<file path="src/rtl/gpr_dumper.sv">
// gpr_dumper
// Walks a range of register-file indices, reads each register through a
// combinational read port and presents it as one ready/valid entry per
// register. Index 0 always reads as zero, regardless of what the register
// file returns for it.
//
// Parameters
//   DATA_W     register data width
//   ADDR_W     register index width (2**ADDR_W registers)
// Ports
//   clk        rising-edge clock
//   rst        asynchronous active-high reset
//   start      dump request pulse, only looked at while idle
//   cfg_first  first index to dump, latched on an accepted start
//   cfg_last   last index to dump, latched on an accepted start
//   rf_raddr   register file read address (always the current index)
//   rf_rdata   register file read data for rf_raddr, same cycle
//   out_valid  out_idx/out_data/out_last hold an entry
//   out_ready  downstream accepts the entry when out_valid is also high
//   out_data   captured register value
//   out_idx    index of the register in out_data
//   out_last   entry is the final one of the dump
//   busy       a dump (or a rejection) is in progress
//   done       one-cycle pulse when a dump or rejection finishes
//   err        one-cycle pulse alongside done when the range was rejected

module gpr_dumper #(
  parameter int DATA_W = 32,
  parameter int ADDR_W = 5
) (
  input  logic              clk,
  input  logic              rst,
  input  logic              start,
  input  logic [ADDR_W-1:0] cfg_first,
  input  logic [ADDR_W-1:0] cfg_last,
  output logic [ADDR_W-1:0] rf_raddr,
  input  logic [DATA_W-1:0] rf_rdata,
  output logic              out_valid,
  input  logic              out_ready,
  output logic [DATA_W-1:0] out_data,
  output logic [ADDR_W-1:0] out_idx,
  output logic              out_last,
  output logic              busy,
  output logic              done,
  output logic              err
);

  typedef enum logic [1:0] {
    IDLE = 2'd0,
    LOAD = 2'd1,
    SEND = 2'd2,
    FIN  = 2'd3
  } state_t;

  state_t            state;
  logic [ADDR_W-1:0] idx;
  logic [ADDR_W-1:0] last_q;
  logic              err_flag;

  // The first index only matters at the moment the dump starts, so it is
  // latched straight into the walking index rather than kept separately.
  // The captured entry (out_data/out_idx) only changes in LOAD, which keeps
  // it stable for the whole SEND phase however long the stall lasts.
  always_ff @(posedge clk or posedge rst) begin
    if (rst) begin
      state    <= IDLE;
      idx      <= '0;
      last_q   <= '0;
      err_flag <= 1'b0;
      out_data <= '0;
      out_idx  <= '0;
    end else begin
      case (state)
        IDLE: begin
          if (start) begin
            if (cfg_first <= cfg_last) begin
              idx    <= cfg_first;
              last_q <= cfg_last;
              state  <= LOAD;
            end else begin
              err_flag <= 1'b1;
              state    <= FIN;
            end
          end
        end
        LOAD: begin
          // x0 is hardwired to zero whatever the register file returns.
          out_data <= (idx == '0) ? '0 : rf_rdata;
          out_idx  <= idx;
          state    <= SEND;
        end
        SEND: begin
          if (out_ready) begin
            if (idx == last_q) begin
              state <= FIN;
            end else begin
              // Cannot wrap: idx is strictly below last_q here.
              idx   <= idx + 1'b1;
              state <= LOAD;
            end
          end
        end
        FIN: begin
          err_flag <= 1'b0;
          state    <= IDLE;
        end
        default: state <= IDLE;
      endcase
    end
  end

  // Status outputs are pure decodes of registered state, so none of them
  // has a combinational path from an input and all drop with reset.
  assign rf_raddr  = idx;
  assign out_valid = (state == SEND);
  assign out_last  = (state == SEND) && (out_idx == last_q);
  assign busy      = (state != IDLE);
  assign done      = (state == FIN);
  assign err       = (state == FIN) && err_flag;

endmodule

</file>
<file path="config.mk">
export PLATFORM = sky130hd
export DESIGN_NAME = gpr_dumper
export DESIGN_NICKNAME = d
export VERILOG_FILES = /design/src/rtl/gpr_dumper.sv
export SDC_FILE = /design/constraint.sdc
export NUM_CORES = 1
export LEC_CHECK = 0
export ABC_CLOCK_PERIOD_IN_PS = 1600
export CAP_MARGIN = 40
export CELL_PAD_IN_SITES_DETAIL_PLACEMENT = 2
export CELL_PAD_IN_SITES_GLOBAL_PLACEMENT = 2
export CORE_ASPECT_RATIO = 0.6
export CORE_UTILIZATION = 26
export CTS_CLUSTER_DIAMETER = 120
export CTS_CLUSTER_SIZE = 24
export DETAILED_ROUTE_END_ITERATION = 8
export PLACE_DENSITY = 0.84
export RECOVER_POWER = 25
export SLEW_MARGIN = 10
export SYNTH_ARGS = -nofsm -noshare
export SYNTH_HDL_FRONTEND = slang
export SYNTH_SLANG_ARGS = --single-unit
</file>
<file path="constraint.sdc">
create_clock -name clk -period 1.6 [get_ports clk]
set_input_delay 0.32 -clock clk [delete_from_list [all_inputs] [get_ports clk]]
set_output_delay 0.32 -clock clk [all_outputs]
set_load 0.05 [all_outputs]
</file>
==> impl_metrics.csv <==
group,metric,value,unit
status,status,"complete, but fails checks",
status,violations,"setup timing",
yosys,synth_area_leaders,"dfrtp_1 (55%), a22o_1 (12%), ha_1 (3.8%)",
drt,avgViaCountPerCell,4.77,
grt,met2_usage,29.5,%
placed_design,gp_congestion,0.743,
clocking,htree_levels,2,
floorplanning,coreArea,8520,um^2
grt,antenna_found_initial,0,
timing,rsz0062_at_grt,"yes",
placed_design,dp_hpwl,6.21,mm
drt,vias,2051,
drt,drt_pass1_iterations,4,
grt,grt_pass1_wl,12.4,mm
grt,grt_max_degree,33,
worst_setup_path,path_delay_family,"simple AND/OR/NAND/NOR gates",
clocking,numCtsBuffers,5,
grt,met1_usage,25.4,%
timing,max_freq,0.557,GHz
grt,grt.total_usage,18.4,%
worst_setup_path,end_kind,"output port",
clocking,clk_path_buf_depth,2,
flow_run,maxCapViolations,0,
timing,finalSetupTns,-232,ps
timing,skew,4.96,ps
timing,fin_ws,-196,ps
clocking,cts-root-buf,"clkbuf_16",
grt,busiest_layer,"met2",
yosys,syn_nets,240,
drt,wl_per_cell,19.4,um
timing,report.final.slew_viol_count,0,
yosys,yosys_register_bits,50,
power_and_ir_drop,power.leakage,1.85,nW
worst_setup_path,worstSetupPathType,"reg2out",
drt,ant_nets,0,
yosys,yosysUniqueCellTypes,38,
cells_and_area,final_common_cell,"buf_4",
cells_and_area,drive_gt1_share,52.5,%
worst_setup_path,path_max_fanout,2,
worst_setup_path,cp.arrival,1480,ps
power_and_ir_drop,ir_drop,1.11,mV
floorplanning,rows,26,
power_and_ir_drop,power_density,2430,nW/um^2
timing,timing.final.crit_share,112,%
cells_and_area,layout.nets,370,
floorplanning,dieHeight,74.7,um
drt,drt-initial-drc-count,42,
cells_and_area,diodes,0,
floorplanning,ios,93,
yosys,netlist_instances,187,
min_path,hold_class,"in2reg",
clocking,clk_latency,290,ps
floorplanning,start_util,26.8,%
clocking,cts_tree,"yes",
yosys,synth_top_area_share,54.7,%
worst_setup_path,worst-path-buf-inv,1,
floorplanning,die-area,9190,um^2
worst_setup_path,cp_slowest_cell,"dfrtp_1",
power_and_ir_drop,total_power,10.0,mW
yosys,synth_area,2290,um^2
worst_setup_path,worstPathRequired,1280,ps
worst_setup_path,cpPeakStageDelay,420,ps
timing,worst_pin_slew,604,ps
grt,first_global_vias,2210,
yosys,ys_seq_area_share,54.7,%
timing,finalSetupViolations,8,
yosys,synth_warnings,0,
cells_and_area,final_cell_mix,"buf_4 (67), dfrtp_1 (39), clkdlybuf4s50_1 (34), a22o_1 (32), buf_12 (15)",
worst_setup_path,critPathLaunchType,"flop",
clocking,cts_sinks,50,
worst_setup_path,crit_path_cell_trace,"xnor2_1, nand4_1, nor3_4, buf_12",
cells_and_area,area_delta_synth_final,80.0,%
grt,met3_usage,5.38,%
timing,hold_violations,0,
yosys,avgSynthCellArea,12.2,um^2
grt,gr-total-overflow,0,
yosys,synth_area_leader_cell,"dfrtp_1",
drt,post-route-drc-count,0,
drt,drt_wl_total,8.34,mm
timing,fin_crit,1800,ps
clocking,path_clk_slew,60,ps
timing,slew_headroom,59.7,%
placed_design,place.port_buffers,92,
floorplanning,dieWidth,123,um
[report_power, final]
part           internal (mW)  total [mW]  switching, mW
Sequential              1.89        2.43          0.538
Combinational           2.82        6.47           3.65
Clock                  0.628        1.10          0.473
[synthesized netlist by cell type (all sizes together)]
cell      n
ha        7
mux2i     3
and2      4
dfrtp    50
xor2      1
o221ai    1
nand4     3
a21boi    1
and4      1
a31oi     1
or2       2
nor3      3
xnor2     9
inv      11
o41ai     3
nand2     7
nand3     3
a21oi     7
o2111ai   1
o2bb2ai   1
o21ai     7
a22o     32
nor4b     1
nor2      7
clkbuf    2
nand2b    2
and3      1
nor3b     1
buf       7
mux2      8
[worst reg2reg max path: stages, from the launching register on]
cell and delay [ps]:
dfrtp_2 450, inv_1 100, ha_1 190, nor4b_2 280, nor2_2 90, buf_12 180, a22o_1 220
[sequential cells by signal (all words and copies together), names as in the netlist]
signal and cells:
err_flag 1, rf_raddr 5, out_idx 5, state 2, last_q 5, out_data 32
[layer usage]
| metal | up-vias | routed length [um] |
|---|---|---|
| met5 | - | 0 |
| met4 | 0 | 31 |
| met3 | 5 | 481 |
| met2 | 60 | 3820 |
| met1 | 1043 | 4020 |
| li1 | 943 | - |
[final cells by class]
cell class | count | area (um^2)
clock buffer | 6 | 139
tap | 112 | 140
inverter | 11 | 51.3
timing repair buffer | 132 | 1320
multi-input combinational | 117 | 1190
clock inverter | 2 | 16.3
sequential | 50 | 1260
fill | 856 | 4400
[stage by stage]
step / utilization (%) / std cells / hold slack, ps / cell area, um^2 / worst slack [ps]
after floorplan: - / 187 / 453 / 2390 / -53.3
after detailed placement: 43.6 / 411 / 498 / 3710 / -688
after global routing: 48.3 / 430 / 251 / 4120 / -290
after CTS: 46.2 / 426 / 276 / 3940 / -191
final: 48.3 / 430 / 257 / 4120 / -196
after global placement: 43.6 / 411 / 490 / 3710 / -629
[cell families (layout without fill, tap and decap cells)]
| family | Yosys count | after routing | synth area share, % |
|---|---|---|---|
| flops | 50 | 50 | 54.7 |
| compound gates | 54 | 54 | 19.0 |
| mux | 11 | 11 | 6.07 |
| fa+ha+maj | 7 | 7 | 3.83 |
| simple gates | 35 | 35 | 8.75 |
| xor+xnor | 10 | 10 | 3.83 |
| buf+inv | 20 | 151 | 3.88 |
[final timing paths]
| check | start | end | slack (ps) | cells past startpoint |
|---|---|---|---|---|
| worst max-delay path | last_q[3]$_DFFE_PP0P_ | out_last | -200 | 4 |
| worst min-delay path | cfg_last[1] | last_q[1]$_DFFE_PP0P_ | 260 | 2 |
| worst max register to register | rf_raddr[1]$_DFFE_PP0P_ | out_data[1]$_DFFE_PP0P_ | -10 | 6 |
| worst min register to register | out_data[14]$_DFFE_PP0P_ | out_data[14]$_DFFE_PP0P_ | 500 | 1 |
| max in group asynchronous | rst | last_q[0]$_DFFE_PP0P_ | 250 | 3 |
| min in group asynchronous | rst | state[0]$_DFFE_PP0P_ | 450 | 2 |
[what timing repair did]
item / CTS / global route
pin swaps: 14 / 15
setup buffers: 7 / 5
endpoints found under the hold margin: 0 / 0
hold buffers: 0 / 0
resized for setup: 48 / 39
setup endpoints to repair: 47 / 17
Power figures use the tool's default switching activity.
